## src/rtl/adder_sched_pkg.sv

```systemverilog
// Shared definitions for the adder scheduler.
//   sched_state_e : scheduler FSM states (idle / waiting on adder / response held)
//   id_width()    : width of a requester index, never less than 1
package adder_sched_pkg;

  typedef enum logic [1:0] {
    StIdle,
    StWait,
    StResp
  } sched_state_e;

  function automatic int unsigned id_width(input int unsigned n);
    return (n <= 2) ? 1 : $clog2(n);
  endfunction

endpackage

```

## src/rtl/rr_arbiter.sv

```systemverilog
// Round-robin arbiter with a registered last-grant pointer.
//   clk, rst_n  : clock, asynchronous active-low reset
//   req         : request vector
//   advance     : load the pointer with the current grant
//   grant       : one-hot grant (zero when no request)
//   grant_idx   : encoded grant index
//   grant_valid : at least one request is present
module rr_arbiter
  import adder_sched_pkg::*;
#(
  parameter int unsigned REQUESTERS = 4,
  parameter int unsigned IDW        = id_width(REQUESTERS)
) (
  input  logic                  clk,
  input  logic                  rst_n,
  input  logic [REQUESTERS-1:0] req,
  input  logic                  advance,
  output logic [REQUESTERS-1:0] grant,
  output logic [IDW-1:0]        grant_idx,
  output logic                  grant_valid
);

  logic [IDW-1:0] ptr_q;
  logic [IDW-1:0] cand;

  // Search starts one past the last winner and wraps, so the last winner has
  // the lowest priority.
  always_comb begin
    grant       = '0;
    grant_idx   = '0;
    grant_valid = 1'b0;
    cand        = '0;
    for (int unsigned k = 1; k <= REQUESTERS; k++) begin
      cand = IDW'((32'(ptr_q) + k) % REQUESTERS);
      if (!grant_valid && req[cand]) begin
        grant_valid = 1'b1;
        grant_idx   = cand;
        grant[cand] = 1'b1;
      end
    end
  end

  // Reset to the highest index so requester 0 wins first.
  always_ff @(posedge clk or negedge rst_n) begin
    if (!rst_n) begin
      ptr_q <= IDW'(REQUESTERS - 1);
    end else if (advance && grant_valid) begin
      ptr_q <= grant_idx;
    end
  end

endmodule

```

## src/rtl/adder_scheduler.sv

```systemverilog
// Shares one fixed-latency adder between several requesters, round-robin.
//   i_clk, i_rst_n         : clock, asynchronous active-low reset
//   i_req_valid/o_req_ready: per-requester operand handshake (ready one-hot or zero)
//   i_req_a, i_req_b       : per-requester operands
//   o_add_a, o_add_b       : registered operands to the shared adder
//   i_add_sum/overflow     : adder result
//   o_rsp_*                : response handshake carrying id, sum and overflow
//   o_busy                 : high whenever an operation is in flight
module adder_scheduler
  import adder_sched_pkg::*;
#(
  parameter int unsigned WIDTH       = 32,
  parameter int unsigned REQUESTERS  = 4,
  parameter int unsigned ADD_LATENCY = 1,
  parameter int unsigned IDW         = id_width(REQUESTERS)
) (
  input  logic                             i_clk,
  input  logic                             i_rst_n,
  input  logic [REQUESTERS-1:0]            i_req_valid,
  output logic [REQUESTERS-1:0]            o_req_ready,
  input  logic [REQUESTERS-1:0][WIDTH-1:0] i_req_a,
  input  logic [REQUESTERS-1:0][WIDTH-1:0] i_req_b,
  output logic [WIDTH-1:0]                 o_add_a,
  output logic [WIDTH-1:0]                 o_add_b,
  input  logic [WIDTH-1:0]                 i_add_sum,
  input  logic                             i_add_overflow,
  output logic                             o_rsp_valid,
  input  logic                             i_rsp_ready,
  output logic [IDW-1:0]                   o_rsp_id,
  output logic [WIDTH-1:0]                 o_rsp_sum,
  output logic                             o_rsp_overflow,
  output logic                             o_busy
);

  localparam int unsigned CW = $clog2(ADD_LATENCY + 1);

  sched_state_e          state_q;
  logic [CW-1:0]         cnt_q;
  logic [WIDTH-1:0]      add_a_q, add_b_q, rsp_sum_q;
  logic [IDW-1:0]        rsp_id_q;
  logic                  rsp_valid_q, rsp_ovf_q, busy_q;

  logic                  idle;
  logic [REQUESTERS-1:0] arb_req;
  logic [REQUESTERS-1:0] grant;
  logic [IDW-1:0]        grant_idx;
  logic                  grant_valid;

  assign idle = (state_q == StIdle);
  // Masking requests outside IDLE keeps ready at zero in WAIT and RESP.
  assign arb_req = idle ? i_req_valid : '0;

  rr_arbiter #(
    .REQUESTERS (REQUESTERS),
    .IDW        (IDW)
  ) u_arb (
    .clk         (i_clk),
    .rst_n       (i_rst_n),
    .req         (arb_req),
    .advance     (idle),
    .grant       (grant),
    .grant_idx   (grant_idx),
    .grant_valid (grant_valid)
  );

  assign o_req_ready    = grant;
  assign o_add_a        = add_a_q;
  assign o_add_b        = add_b_q;
  assign o_rsp_valid    = rsp_valid_q;
  assign o_rsp_id       = rsp_id_q;
  assign o_rsp_sum      = rsp_sum_q;
  assign o_rsp_overflow = rsp_ovf_q;
  assign o_busy         = busy_q;

  always_ff @(posedge i_clk or negedge i_rst_n) begin
    if (!i_rst_n) begin
      state_q     <= StIdle;
      cnt_q       <= '0;
      add_a_q     <= '0;
      add_b_q     <= '0;
      rsp_id_q    <= '0;
      rsp_sum_q   <= '0;
      rsp_ovf_q   <= 1'b0;
      rsp_valid_q <= 1'b0;
      busy_q      <= 1'b0;
    end else begin
      unique case (state_q)
        StIdle: begin
          if (grant_valid) begin
            add_a_q  <= i_req_a[grant_idx];
            add_b_q  <= i_req_b[grant_idx];
            rsp_id_q <= grant_idx;
            cnt_q    <= CW'(ADD_LATENCY);
            busy_q   <= 1'b1;
            state_q  <= StWait;
          end
        end
        StWait: begin
          // Counter reaches zero exactly when the adder output reflects the
          // operands issued on the grant edge.
          if (cnt_q == '0) begin
            rsp_sum_q   <= i_add_sum;
            rsp_ovf_q   <= i_add_overflow;
            rsp_valid_q <= 1'b1;
            state_q     <= StResp;
          end else begin
            cnt_q <= cnt_q - 1'b1;
          end
        end
        StResp: begin
          if (i_rsp_ready) begin
            rsp_valid_q <= 1'b0;
            busy_q      <= 1'b0;
            state_q     <= StIdle;
          end
        end
        default: state_q <= StIdle;
      endcase
    end
  end

endmodule

```

## config.mk

```make
export PLATFORM = sky130hd
export DESIGN_NAME = adder_scheduler
export DESIGN_NICKNAME = d
export VERILOG_FILES = /design/src/rtl/adder_sched_pkg.sv /design/src/rtl/rr_arbiter.sv /design/src/rtl/adder_scheduler.sv
export SDC_FILE = /design/constraint.sdc
export NUM_CORES = 1
export LEC_CHECK = 0
export CORE_AREA = 2 2 154 156
export DETAILED_ROUTE_END_ITERATION = 8
export DIE_AREA = 0 0 156 158
export PLACE_DENSITY_LB_ADDON = 0.25
export SYNTH_ARGS = -nofsm -noshare
export SYNTH_HDL_FRONTEND = slang
export SYNTH_HIERARCHICAL = 1
export SYNTH_SLANG_ARGS = --single-unit
```

## constraint.sdc

```tcl
create_clock -name i_clk -period 5.4 [get_ports i_clk]
set_input_delay 0.81 -clock i_clk [delete_from_list [all_inputs] [get_ports i_clk]]
set_output_delay 0.81 -clock i_clk [all_outputs]
set_load 0.05 [all_outputs]
```

==> results.txt, run 1 <==
PwrDens: 690.7 nW/um2
critical path's largest stage delay: 0.80 ns
routability cong.: 0.7690
CP startpoint kind: flop
post-synth top area cell: dfrtp_1
P_leak: 4.334 nW
Worst IR Drop VDD: 344.1 uV
Hold Crit Class: input pin to asynchronous set/reset pin
setup TNS: 0 ns
CP arrival: 3.81 ns
Finished Cell Area: 10,890 um2
drt first pass iters: 5
cts bufs inserted: 9
Pins Over Slew Limit: 0
placed cell count: 1,211
Routed WL: 23,450 um
deepest clock path buffer count: 2
P&R area growth vs syn: 71.93%
WS Path Type: flop to output pin
WP depth: 7
first-pass GRT wire length: 34,650 um
Syn Nets: 860
hold-fix buffer count after cts: 0
top cells by area, synth: dfrtp_1, mux2_2, mux2i_1
skew final: 0.01907 ns
# diodes: 0
Final #Nets: 1,236
die area: 24,650 um2
Core Region: 23,050 um2
R2R Setup Slk: 1.30 ns
Post-CTS Setup Bufs: 0
Top delay family on crit path: buffers and inverters
latest clock arrival within the worst-skew pair: 0.36 ns
crit path buf inv count: 2
Reg2Reg Depth: 10
Slowest-stage cell, CP: clkdlybuf4s50_1
number of synthesized flops with an enable pin: 0
top_reg_cell synth: dfrtp_1
Data required, critical path: 4.59 ns
Tot GR Track Use: 18.18%
via count: 5,978
worst reg2reg startpoint: u_arb/ptr_q[0]$_DFFE_PN1P_
Avg Inst Size Synth: 11.39 um2
Critical Path Sink Type: output pin
Layout fillers: 2,148
Final ANT Viol Nets: 0
initial core utilization: 27.48%
ratio of cells with drive above 1 in the final layout: 16.86%
max-cap viol count: 0
Cell Area, Placed: 10,580 um2
ys async rst share: 100.0%
Ys Warns: 6
CP Max Fanout: 17
wire per inst: 19.11 um
crit path time final: 4.619 ns
final setup fails: 0
FF/Latch Area: 2655 um2
Die Wd: 156 um
Synth cell types: 44
Worst-Margin Slew: 1.068 ns
Final period util: 85.54%
antenna violations before repair: 0
sequential share of the synthesized area: 41.91%
worst path cell trace: inv_1, ha_1, mux4_2, nor2b_1, a22o_1, a221o_1, clkdlybuf4s50_1
Mapped Cells: 556
Clock Root Buffer: clkbuf_16
FF-to-FF End: o_add_b[4]$_DFFE_PN0P_
drt drc: 0
area of the multi-input gates: 3411 um2
#FFs+latches synth: 106
chip height: 158 um
vias in the first global route: 6,011
relative slew slack: 28.82%
clock sink count: 106
RSZ-0062 raised after global routing: no
Final Hold Fails: 0
largest net degree at the start of global routing: 66
GRT Residual Overflow: 0
status: finished, final reports clean
Commonest cells post-synth: dfrtp_1, mux2_2, nand2_1
Ports: 401
Worst-path clk slew: 0.08 ns
port bufs: 400
hold slack final: 0.4835 ns
routed vias/inst: 4.872
num rows: 56
maximum clock frequency: 216.5 MHz
post-cts resize count: 0
most frequent cell after synthesis: dfrtp_1
DR iter-0 viols: 271
DP HPWL: 17,480 um
Worst Setup SP: u_arb/ptr_q[0]$_DFFE_PN1P_
Cell Area, Synth: 6335 um2
Post-Layout Cell Count: 1,227
CTS tree: built
share of the synthesized area in the top cell type: 41.08%
CTS H-Tree Depth: 3
[stage by stage]
stage          util, %  total power, mW  setup WS (ns)
2_1_floorplan        -            5.222          2.043
3_3_place_gp     45.90            6.830         0.9242
3_5_place_dp     45.90            6.869         0.8979
4_1_cts          47.25            7.601         0.7974
5_1_grt          47.25            7.950         0.5284
6_report         47.25            7.523         0.7807
[cells in the final DEF (no fill, tap or decap), drive strengths merged, types with 2 or more instances in the layout]
master         instances
clkinv                 2
mux2                  99
clkdlybuf4s50        399
mux2i                 64
dfrtp                104
o221ai                31
a2111oi                2
o21ai                  6
inv                   11
a22oi                 33
nor2b                  2
a221o                  5
a22o                   4
or3b                   3
buf                   13
a21oi                  4
ha                     8
nor3                   3
nand2                 70
nor2                   8
nand3b                 4
dfstp                  2
mux4                   2
nand3                 33
and2                   4
clkbuf                 9
[sequential cells by signal, summed over array words and instances, names as in the netlist]
| register | flops |
|---|---|
| o_rsp_overflow | 1 |
| u_arb/ptr_q | 2 |
| o_rsp_id | 2 |
| o_rsp_valid | 1 |
| state_q | 2 |
| o_add_b | 32 |
| o_add_a | 32 |
| o_rsp_sum | 32 |
| cnt_q | 1 |
| o_busy | 1 |
[power breakdown]
part	internal, mW	total [mW]	switching, mW
clock network	0.337	0.705	0.368
logic	2.15	5.34	3.19
registers	1.22	1.48	0.267
total	3.70	7.52	3.83
[final cells by class]
type,count,area share (%)
Multi-Input combinational cell,397,31.32
Clock buffer,9,2.068
Clock inverter,7,0.7926
Inverter,6,0.2068
Tap cell,290,3.331
Timing Repair Buffer,412,37.91
Sequential cell,106,24.38
[routing by layer]
layer,global-route usage [%],vias to the layer above,share of wire [%]
li1,-,2823,-
met4,6.422,0,2.6
met3,4.599,38,6.7
met5,0,-,0
met1,22.75,2891,41
met2,30.51,226,50
[cells by family after synthesis]
kind of cell	Yosys count	synth area share (%)
adder cells (fa/ha/maj)	8	1.580
AND/OR/NAND/NOR	132	10.15
buffers and inverters	53	4.582
flip-flops	106	41.91
multiplexers	165	28.42
AO/OA/AOI/OAI	92	13.35
[worst max-delay path by stage]
stage	slack, ns	end
after global routing	0.53	o_req_ready[3]
after global placement	0.92	o_req_ready[2]
after floorplan	2.04	o_req_ready[0]
after CTS	0.80	o_req_ready[0]
after detailed placement	0.90	o_req_ready[0]
final	0.78	o_req_ready[0]
Power figures use the tool's default switching activity.
==> run 2, diff against run 1 <==
CELL_PAD_IN_SITES_DETAIL_PLACEMENT = 0   (was unset)
CELL_PAD_IN_SITES_GLOBAL_PLACEMENT = 1   (was unset)
CORE_AREA = 2 2 156 158   (was 2 2 154 156)
DIE_AREA = 0 0 158 160   (was 0 0 156 158)
RECOVER_POWER = 25   (was unset)
==> run 2 against run 1 <==
  * The run now ends with capacitance limit, slew limit left
  * Non-clock buffer count is 2 lower
  * Sequential share of layout area is 0.065 points higher
  * Power is 1.5% lower
  * Fmax is 1.5% higher
  * Critical path depth stayed put
  * Critical path type unchanged
  * Critical endpoint is now o_req_ready[2]
==> results.txt, run 2 (synthesized netlist as in run 1, its figures left out) <==
initial core utilization: 26.59%
commonest non-fill, non-tap cells in the layout: clkdlybuf4s50_1, dfrtp_1, mux2_2, nand2_1, mux2i_1
status: finished, violations left
Clock Root Buffer: clkbuf_16
drt drc: 0
deepest clock path buffer count: 2
antenna violations before repair: 0
commonest non-fill, non-tap cell in the layout: clkdlybuf4s50_1
worst reg2reg startpoint: u_arb/ptr_q[0]$_DFFE_PN1P_
GRT Residual Overflow: 0
DR iter-0 viols: 260
chip height: 160 um
Tot GR Track Use: 18.37%
Hold Crit Class: flop to flop
Core Util, Final: 45.60%
first-pass GRT wire length: 35,840 um
R2R Setup Slk: 1.57 ns
CTS tree: built
Ports: 401
die area: 25,280 um2
Worst IR Drop VDD: 375.0 uV
P&R area growth vs syn: 71.48%
PwrDens: 682.3 nW/um2
CTS H-Tree Depth: 3
hold-fix buffer count after cts: 0
CP Max Fanout: 17
RSZ-0062 raised after global routing: no
P_leak: 4.302 nW
maximum clock frequency: 219.8 MHz
ratio of cells with drive above 1 in the final layout: 16.36%
Post-CTS Setup Bufs: 0
Die Wd: 158 um
routed vias/inst: 4.678
routability cong.: 0.7726
Critical Path Sink Type: output pin
Core Region: 23,820 um2
CP startpoint kind: flop
skew final: 0.007580 ns
relative slew slack: -141.1%
port bufs: 400
Routed WL: 23,580 um
Final ANT Viol Nets: 0
Final Hold Fails: 0
clock sink count: 106
failing checks: capacitance limit, slew limit
largest net degree at the start of global routing: 69
Layout fillers: 2,315
setup TNS: 0 ns
max-cap viol count: 2
DP HPWL: 17,580 um
Worst Setup SP: u_arb/ptr_q[0]$_DFFE_PN1P_
FF-to-FF End: o_add_b[12]$_DFFE_PN0P_
Worst-Margin Slew: 3.617 ns
latest clock arrival within the worst-skew pair: 0.36 ns
Final #Nets: 1,234
FF/Latch Area: 2655 um2
cts bufs inserted: 9
Reg2Reg Depth: 10
Worst-path clk slew: 0.08 ns
area of the multi-input gates: 3411 um2
# diodes: 0
final setup fails: 0
Final period util: 84.25%
post-cts resize count: 0
WS Path Type: flop to output pin
Data required, critical path: 4.59 ns
Pins Over Slew Limit: 98
crit path time final: 4.549 ns
wire per inst: 18.73 um
via count: 5,890
num rows: 57
crit path to: o_req_ready[2]
vias in the first global route: 6,078
CP arrival: 3.74 ns
drt first pass iters: 6
run 2: cell types whose count changed in the layout (fill, tap and decap cells not counted), sizes merged:
cell / delta
buf: -4
clkbuf: +2
dlygate4sd3: +1
inv: -2
clkinv: +2
clkdlybuf4s50: -1
run 2: area by class of cell:
| cell class | instances | area share, % |
|---|---|---|
| Multi-Input combinational cell | 397 | 31.40 |
| Clock inverter | 7 | 0.5759 |
| Clock buffer | 9 | 2.073 |
| Timing Repair Buffer | 410 | 37.57 |
| Sequential cell | 106 | 24.44 |
| Tap cell | 324 | 3.732 |
| Inverter | 6 | 0.2073 |
run 2: layer usage:
layer / part of all wire (%) / up-vias / global-route usage [%] / wire [um]
li1: - / 2830 / - / -
met1: 42 / 2849 / 23.33 / 9913
met2: 50 / 192 / 31.62 / 11810
met3: 6.5 / 19 / 4.016 / 1523
met4: 1.4 / 0 / 4.464 / 328
met5: 0 / - / 0 / 0
run 2: critical path: stages (launching register included):
cell and delay (ns):
dfstp_2 0.73, inv_1 0.22, ha_1 0.41, mux4_2 0.38
nor2b_1 0.51, a22o_1 0.22, a221o_1 0.11, clkdlybuf4s50_1 0.80
run 2: worst min path at each step:
stage,start,end,cells after the start
finish,o_rsp_id[0]$_DFFE_PN0P_,o_rsp_id[0]$_DFFE_PN0P_,2
global route,o_add_a[11]$_DFFE_PN0P_,o_add_a[11]$_DFFE_PN0P_,2
CTS,o_add_b[7]$_DFFE_PN0P_,o_add_b[7]$_DFFE_PN0P_,2
detailed placement,o_add_b[7]$_DFFE_PN0P_,o_add_b[7]$_DFFE_PN0P_,2
global placement,o_rsp_id[0]$_DFFE_PN0P_,o_rsp_id[0]$_DFFE_PN0P_,2
floorplan,i_rst_n,cnt_q$_DFFE_PN0P_,0
run 2: per-stage QoR:
| step | setup WS, ns | hold slack [ns] | instances | power (mW) | instance area (um2) |
|---|---|---|---|---|---|
| 2_1_floorplan | 2.043 | 0.5144 | 556 | 5.222 | 6335 |
| 3_3_place_gp | 0.9040 | 0.4627 | 1243 | 6.799 | 10580 |
| 3_5_place_dp | 0.8883 | 0.4720 | 1243 | 6.829 | 10580 |
| 4_1_cts | 0.8121 | 0.4927 | 1259 | 7.532 | 10870 |
| 5_1_grt | 0.5366 | 0.5002 | 1259 | 7.870 | 10860 |
| 6_report | 0.8508 | 0.4854 | 1259 | 7.412 | 10860 |
run 2: report_power, final:
part | switching, mW | total, mW | internal [mW]
registers | 0.257 | 1.47 | 1.22
logic | 3.17 | 5.27 | 2.10
clock network | 0.344 | 0.668 | 0.324
